--- src/rtl/tick_token_source.sv ---
// Turns rising edges of the divided slow clock into one-cycle tick strobes and
// sequence-numbered tokens on a single-entry valid/ready output; undeliverable ticks are counted.
module tick_token_source #(
  parameter int DATA_W      = 8,
  parameter int SYNC_STAGES = 2,
  parameter int DROP_W      = 8
) (
  input  logic              clk_in,
  input  logic              rst_n,
  input  logic              slow_clk,
  input  logic              enable,
  input  logic              out_ready,
  output logic              out_valid,
  output logic [DATA_W-1:0] out_data,
  output logic              tick,
  output logic [DROP_W-1:0] dropped_count,
  output logic              overflow,
  input  logic              clear_drops
);

  localparam int                ARM_W    = $clog2(SYNC_STAGES + 2);
  localparam logic [ARM_W-1:0]  ARM_DONE = ARM_W'(SYNC_STAGES + 1);

  typedef enum logic {EMPTY, FULL} state_e;

  state_e              state_q, state_d;
  logic [SYNC_STAGES-1:0] sync_q, sync_d;
  logic                hist_q;
  logic [ARM_W-1:0]    arm_q, arm_d;
  logic [DATA_W-1:0]   seq_q, seq_d;
  logic [DATA_W-1:0]   data_q, data_d;
  logic [DROP_W-1:0]   drops_q, drops_d;
  logic                ovf_q, ovf_d;

  logic sync_out, armed, edge_det, load, drop;

  assign sync_d   = SYNC_STAGES'({sync_q, slow_clk});
  assign sync_out = sync_q[SYNC_STAGES-1];
  assign armed    = (arm_q == ARM_DONE);
  assign arm_d    = armed ? arm_q : arm_q + 1'b1;
  // History follows the synchronizer even while unarmed or disabled, so a level
  // that was already high never looks like a fresh edge later.
  assign edge_det = sync_out & ~hist_q;
  assign tick     = edge_det & armed & enable;

  // State register.
  // NOTE: every flop, including the held token, is cleared by the async reset so
  // a token in flight at reset is discarded rather than replayed.
  always_ff @(posedge clk_in or negedge rst_n) begin
    if (!rst_n) state_q <= EMPTY;
    else        state_q <= state_d;
  end

  // Next-state logic.
  always_comb begin
    // NOTE: default assignment first so no path leaves state_d unassigned (no latch).
    state_d = state_q;
    case (state_q)
      EMPTY: if (tick)              state_d = FULL;
      FULL:  if (out_ready && !tick) state_d = EMPTY;
      default:                      state_d = EMPTY;
    endcase
  end

  // Output / datapath control decoded from state.
  always_comb begin
    out_valid = (state_q == FULL);
    load      = tick && ((state_q == EMPTY) || out_ready);
    drop      = tick && (state_q == FULL) && !out_ready;
  end

  always_comb begin
    seq_d   = tick ? seq_q + 1'b1 : seq_q;
    data_d  = load ? seq_q : data_q;
    drops_d = drops_q;
    ovf_d   = ovf_q;
    if (clear_drops) begin
      drops_d = DROP_W'(drop);
      ovf_d   = drop;
    end else if (drop) begin
      ovf_d = 1'b1;
      if (drops_q != '1) drops_d = drops_q + 1'b1;
    end
  end

  // NOTE: sequential state uses non-blocking assignments so every flop samples
  // pre-edge values regardless of statement order.
  always_ff @(posedge clk_in or negedge rst_n) begin
    if (!rst_n) begin
      sync_q  <= '0;
      hist_q  <= 1'b0;
      arm_q   <= '0;
      seq_q   <= '0;
      data_q  <= '0;
      drops_q <= '0;
      ovf_q   <= 1'b0;
    end else begin
      sync_q  <= sync_d;
      hist_q  <= sync_out;
      arm_q   <= arm_d;
      seq_q   <= seq_d;
      data_q  <= data_d;
      drops_q <= drops_d;
      ovf_q   <= ovf_d;
    end
  end

  assign out_data      = data_q;
  assign dropped_count = drops_q;
  assign overflow      = ovf_q;

endmodule

--- config.mk ---
export PLATFORM = sky130hd
export DESIGN_NAME = tick_token_source
export DESIGN_NICKNAME = d
export VERILOG_FILES = /design/src/rtl/tick_token_source.sv
export SDC_FILE = /design/constraint.sdc
export NUM_CORES = 1
export LEC_CHECK = 0
export CAP_MARGIN = 40
export CORE_AREA = 8 8 71 67
export DETAILED_ROUTE_END_ITERATION = 8
export DIE_AREA = 0 0 79 75
export PLACE_DENSITY_LB_ADDON = 0.3
export SLEW_MARGIN = 20
export SYNTH_ARGS = -nofsm -noshare
export SYNTH_HDL_FRONTEND = slang
export SYNTH_SLANG_ARGS = --single-unit
--- constraint.sdc ---
create_clock -name clk_in -period 3.95 [get_ports clk_in]
set_input_delay 0.79 -clock clk_in [delete_from_list [all_inputs] [get_ports clk_in]]
set_output_delay 0.79 -clock clk_in [all_outputs]
set_load 0.1 [all_outputs]
==> results of run 1 <==
==> cells in the mapped netlist (all sizes together) (2+ instances only) <==
cell	instances	area, sq um
dfrtp	31	776
o31ai	3	22.5
ha	3	37.5
nand2b	2	12.5
nor2	6	25.0
nor2b	2	12.5
mux2	10	113
nand4	3	18.8
a21oi	4	20.0
nand3	6	30.0
or4	3	22.5
inv	2	7.51
nand2	8	30.0
xnor2	8	70.1
==> layer usage <==
layer | global-route usage | share of wire | vias up
li1 | - | - | 478
met1 | 0.124 | 0.43 | 491
met2 | 0.170 | 0.47 | 27
met3 | 0.0537 | 0.079 | 5
met4 | 0.0719 | 0.023 | 0
met5 | 0 | 0 | -
==> kinds of logic (layout without fill, tap and decap cells) <==
group | count (synthesis) | count (layout) | share of synthesized area
xor gates and xnor gates | 9 | 9 | 0.0586
muxes | 11 | 11 | 0.0911
buffers and inverters | 4 | 54 | 0.0149
and+or+nand+nor | 37 | 37 | 0.162
AOI/OAI and AO/OA | 12 | 12 | 0.0697
DFF | 31 | 31 | 0.576
adders and majority gates | 3 | 3 | 0.0279
==> cells in the final DEF, fill, tap and decap left out, types with 3 or more instances in the layout <==
| master | instances |
|---|---|
| dfrtp_1 | 31 |
| nor2_1 | 5 |
| clkbuf_8 | 6 |
| o31ai_1 | 3 |
| clkdlybuf4s50_1 | 23 |
| xnor2_1 | 8 |
| or4_1 | 3 |
| a21oi_1 | 4 |
| nand2_1 | 8 |
| nand3_1 | 6 |
| buf_8 | 18 |
| ha_1 | 3 |
| mux2_2 | 9 |
| nand4_1 | 3 |
==> area by class of cell <==
| cell class | count | area [sq um] | area share |
|---|---|---|---|
| timing repair buffer | 43 | 515 | 0.254 |
| clock buffer | 6 | 82.6 | 0.0406 |
| sequential | 31 | 776 | 0.382 |
| clock inverter | 2 | 35.0 | 0.0172 |
| multi-input combinational | 72 | 551 | 0.271 |
| tap | 46 | 57.6 | 0.0283 |
| inverter | 3 | 16.3 | 0.00800 |
==> flip-flops by register name, summed over array words and instances (netlist names) <==
signal,count
dropped_count,8
out_data,8
seq_q,8
arm_q,2
sync_q,2
hist_q,1
out_valid,1
overflow,1
==> through the flow <==
stage	instance area, sq um	hold slack (ns)	instances
3_3_place_gp	1650	0.338	177
3_5_place_dp	1920	0.335	195
2_1_floorplan	1350	0.331	107
6_report	2030	0.347	203
4_1_cts	2030	0.350	203
5_1_grt	2030	0.368	203
==> path summary, 6_finish.rpt <==
check	slack (ns)	end	start
worst max register to register	2.05	dropped_count[5]	arm_q[0]
worst min register to register	0.35	sync_q[1]	sync_q[0]
worst min-delay path	0.35	sync_q[1]	sync_q[0]
worst max-delay path	1.20	tick	enable
min in group asynchronous	0.89	out_data[0]	rst_n
max in group asynchronous	2.77	dropped_count[5]	rst_n
==> worst reg2reg max path, cell delays in order (launching register included) <==
cell and delay, ns:
dfrtp_1 0.37, ha_1 0.27, nand4b_4 0.23, clkinv_4 0.14, o211ai_4 0.13, or4_1 0.50
a21oi_1 0.18
==> report_power, final <==
group / internal, mW / switching (mW) / total, mW / leakage, nW
logic: 0.134 / 0.215 / 0.349 / 0.414
clock network: 0.204 / 0.114 / 0.318 / 0.0612
registers: 0.362 / 0.0399 / 0.402 / 0.403
==> results.py, run 1 <==
metrics = {
    "run_status": {
        "run_status": "completed",
    },
    "timing": {
        "slew_viol_final": 0,
        "slew-limit-headroom": 0.711,
        "report.final.hold_viol_count": 0,
        "fin_crit_ns": 2.75,
        "rsz0062_at_grt": "no",
        "postLayoutSetupSlackWorst_ns": 1.20,
        "setup_viol": 0,
        "max_freq_mhz": 364,
        "skew_ns": 0.00453,
        "fin_setup_tns_ns": 0,
        "tightest_slew_ns": 0.434,
        "min_period_over_period": 0.695,
    },
    "floorplan": {
        "core_sq_um": 3570,
        "die_h_um": 75,
        "io_pins": 25,
        "die-area_sq_um": 5930,
        "die-width_um": 79,
        "start_util": 0.377,
        "rows": 21,
    },
    "place": {
        "port_buffers": 24,
        "dpl_worst_slack_ns": 1.19,
        "dp_hpwl_um": 2100,
        "routabilityCongestion": 0.789,
    },
    "min_path": {
        "holdPathStages": 0,
        "hp-class": "reg -> reg",
    },
    "drt": {
        "vias": 1001,
        "avgViaCountPerCell": 4.93,
        "first_pass_iters": 4,
        "routedWlPerCell_um": 14.1,
        "routed_wirelength_um": 2870,
        "drc": 0,
        "final_antenna_net_count": 0,
        "drt_iter0_markers": 49,
    },
    "global_routing": {
        "grt_pass1_wl_um": 4970,
        "antenna_found_initial": 0,
        "grt_max_degree": 32,
        "grt_usage": 0.112,
        "grt_pass1_vias": 1046,
        "overflow": 0,
    },
    "finish": {
        "post-route-util": 0.569,
        "final_nets": 165,
        "drive_above_1_share": 0.268,
        "syn_to_final_growth_pct": 51.0,
        "antenna_cells": 0,
        "fill_cells": 301,
    },
    "setup_path": {
        "required_ns": 3.16,
        "crit_family": "buffers and inverters",
        "max_stage_delay_ns": 0.51,
        "crit_cells": 4,
        "endpoint_kind": "output pin",
        "cp_max_fo": 9,
        "cp_slowest_cell": "clkdlybuf4s50_1",
        "rr_worst_depth": 6,
        "critPathLaunchType": "primary input",
        "worst-setup-path-type": "in -> out",
        "cp.buffers_inverters": 3,
        "path_cells": "clkdlybuf4s50_1, nand4b_4, clkinv_4, buf_4",
        "arrival_ns": 1.96,
    },
    "yosys": {
        "yosysUniqueCellTypes": 32,
        "syn-num-nets": 116,
        "synth_area_per_cell_sq_um": 12.6,
        "yosysSeqAreaShare": 0.576,
        "syn_inst": 107,
        "ys_ff_latch": 31,
        "synth-main-ff-cell": "dfrtp_1",
        "yosysWarnings": 0,
        "synthArstFlopShare": 1.00,
        "syn_area_sq_um": 1350,
        "synth_edf_count": 0,
    },
    "power": {
        "power.density_nw_per_um2": 526,
        "max-vdd-ir-drop_uv": 199,
        "p_leak_nw": 0.878,
        "total_power_mw": 1.07,
    },
    "clocking": {
        "numClockSinks": 31,
        "cts.path.max_buffers": 2,
        "cts_tree": "done",
        "h-tree-depth": 2,
        "clk_latency_ns": 0.28,
        "cts_setup_buffers": 0,
        "clk_pin_slew_ns": 0.06,
        "cts-root-buf": "clkbuf_8",
        "cts_inserted_buffers": 5,
        "holdBufCountCts": 0,
        "ctsResizeCount": 0,
    },
    "flow_run": {
        "drv_cap": 0,
    },
}
No activity file was read; power rests on OpenSTA's default activity.
==> run 2: changes to the inputs <==
==> constraint.sdc (replaced) <==
create_clock -name clk_in -period 2.6 [get_ports clk_in]
set_input_delay 0.52 -clock clk_in [delete_from_list [all_inputs] [get_ports clk_in]]
set_output_delay 0.52 -clock clk_in [all_outputs]
set_load 0.1 [all_outputs]
==> run 2 against run 1 <==
Combinational power is 19% higher. Flip-flop and latch count is the same. Final cell count down 9.4%. Largest power group unchanged. Highest routed layer unchanged. Non-clock buffer count shrank 18. Routed wire length down 9.0%. Via count shrank 9.0%. First-iteration DRC count down 8.2%. Power is 31% higher. Worst setup slack worse by 0.69 ns. Global-route usage decreased by 1.7 points. Register-to-register slack lost 1.3 ns. Cell area shrank 16%.
==> results.py, run 2 (synthesis gave the netlist of run 1 again) <==
metrics = {
    "run_status": {
        "run_status": "completed",
    },
    "drt": {
        "avgViaCountPerCell": 4.95,
        "final_antenna_net_count": 0,
        "drt_iter0_markers": 45,
        "routedWlPerCell_um": 14.2,
        "vias": 911,
        "first_pass_iters": 4,
        "routed_wirelength_um": 2610,
        "drc": 0,
    },
    "timing": {
        "slew_viol_final": 0,
        "slew-limit-headroom": 0.722,
        "report.final.hold_viol_count": 0,
        "fin_crit_ns": 2.09,
        "max_freq_mhz": 479,
        "skew_ns": 0.00547,
        "setup_viol": 0,
        "min_period_over_period": 0.803,
        "postLayoutSetupSlackWorst_ns": 0.512,
        "tightest_slew_ns": 0.416,
        "fin_setup_tns_ns": 0,
        "rsz0062_at_grt": "no",
    },
    "finish": {
        "drive_above_1_share": 0.297,
        "mostFrequentLayoutCells": "dfrtp_1, buf_4, mux2_2",
        "final_nets": 147,
        "final_common_cell": "dfrtp_1",
        "antenna_cells": 0,
        "syn_to_final_growth_pct": 26.3,
    },
    "setup_path": {
        "cp-startpoint": "enable",
        "critPathLaunchType": "primary input",
        "endpoint_kind": "output pin",
        "cp_max_fo": 9,
        "required_ns": 2.08,
        "worst_r2r_startpoint": "arm_q[0]",
        "arrival_ns": 1.57,
        "worst-setup-path-type": "in -> out",
    },
    "power": {
        "p_leak_nw": 0.771,
        "max-vdd-ir-drop_uv": 317,
        "power.density_nw_per_um2": 820,
    },
    "floorplan": {
        "die-area_sq_um": 5930,
        "io_pins": 25,
        "core_sq_um": 3570,
        "start_util": 0.377,
        "die_h_um": 75,
        "die-width_um": 79,
        "rows": 21,
    },
    "global_routing": {
        "grt_pass1_vias": 932,
        "grt_usage": 0.0955,
        "grt_pass1_wl_um": 4350,
        "antenna_found_initial": 0,
        "grt_max_degree": 32,
        "overflow": 0,
    },
    "clocking": {
        "cts-root-buf": "clkbuf_8",
        "holdBufCountCts": 0,
        "h-tree-depth": 2,
        "ctsResizeCount": 0,
        "cts_inserted_buffers": 5,
        "cts_setup_buffers": 0,
        "cts.path.max_buffers": 2,
        "clk_latency_ns": 0.28,
        "clk_pin_slew_ns": 0.06,
        "cts_tree": "done",
        "numClockSinks": 31,
    },
    "place": {
        "dpl_worst_slack_ns": 0.345,
        "port_buffers": 24,
        "routabilityCongestion": 0.814,
        "dp_hpwl_um": 1880,
    },
    "flow_run": {
        "drv_cap": 0,
    },
    "min_path": {
        "min-delay-start": "sync_q[0]",
        "hp-class": "reg -> reg",
    },
}
## run 2: cell count changes in the layout (fill, tap and decap cells not counted), sizes merged
cell,previous run,this run
clkdlybuf4s50,23,5
bufinv,1,0
## run 2: metal layers
layer	track usage	routed length [um]	vias to the layer above
met3	0.0537	208	3
met2	0.139	1150	22
met5	0	0	-
met1	0.115	1220	442
li1	-	-	444
met4	0.0370	31	0
## run 2: per-stage QoR
step	utilization	total power, mW	area [sq um]	hold WS [ns]	instances
final	0.476	1.39	1700	0.351	184
after global routing	0.476	1.46	1700	0.367	184
after CTS	0.476	1.42	1700	0.354	184
after detailed placement	0.451	1.04	1610	0.340	177
after global placement	0.451	1.03	1610	0.339	177
after floorplan	-	0.932	1350	0.224	107
## run 2: report_power, final
| part | switching (mW) | internal [mW] |
|---|---|---|
| logic | 0.308 | 0.107 |
| registers | 0.0582 | 0.550 |
| clock network | 0.164 | 0.207 |
## run 2: final cells by class
type,count,area (sq um)
clock buffer,6,82.6
fill,333,1870
multi-input combinational,72,551
clock inverter,1,5.00
timing repair buffer,25,213
sequential,31,776
inverter,3,16.3
tap,46,57.6
## run 2: final timing paths
path	slack, ns	end	depth (start not counted)
max	0.51	tick	4
min in group asynchronous	0.64	dropped_count[4]	2
min	0.35	sync_q[1]	0
max in group asynchronous	1.68	dropped_count[7]	2
min reg2reg	0.35	sync_q[1]	0
max reg2reg	0.75	dropped_count[5]	6
## run 2: worst max-delay path: stages
cell	delay, ns
clkdlybuf4s50_1	0.51
nand4b_4	0.21
clkinv_4	0.14
buf_12	0.18
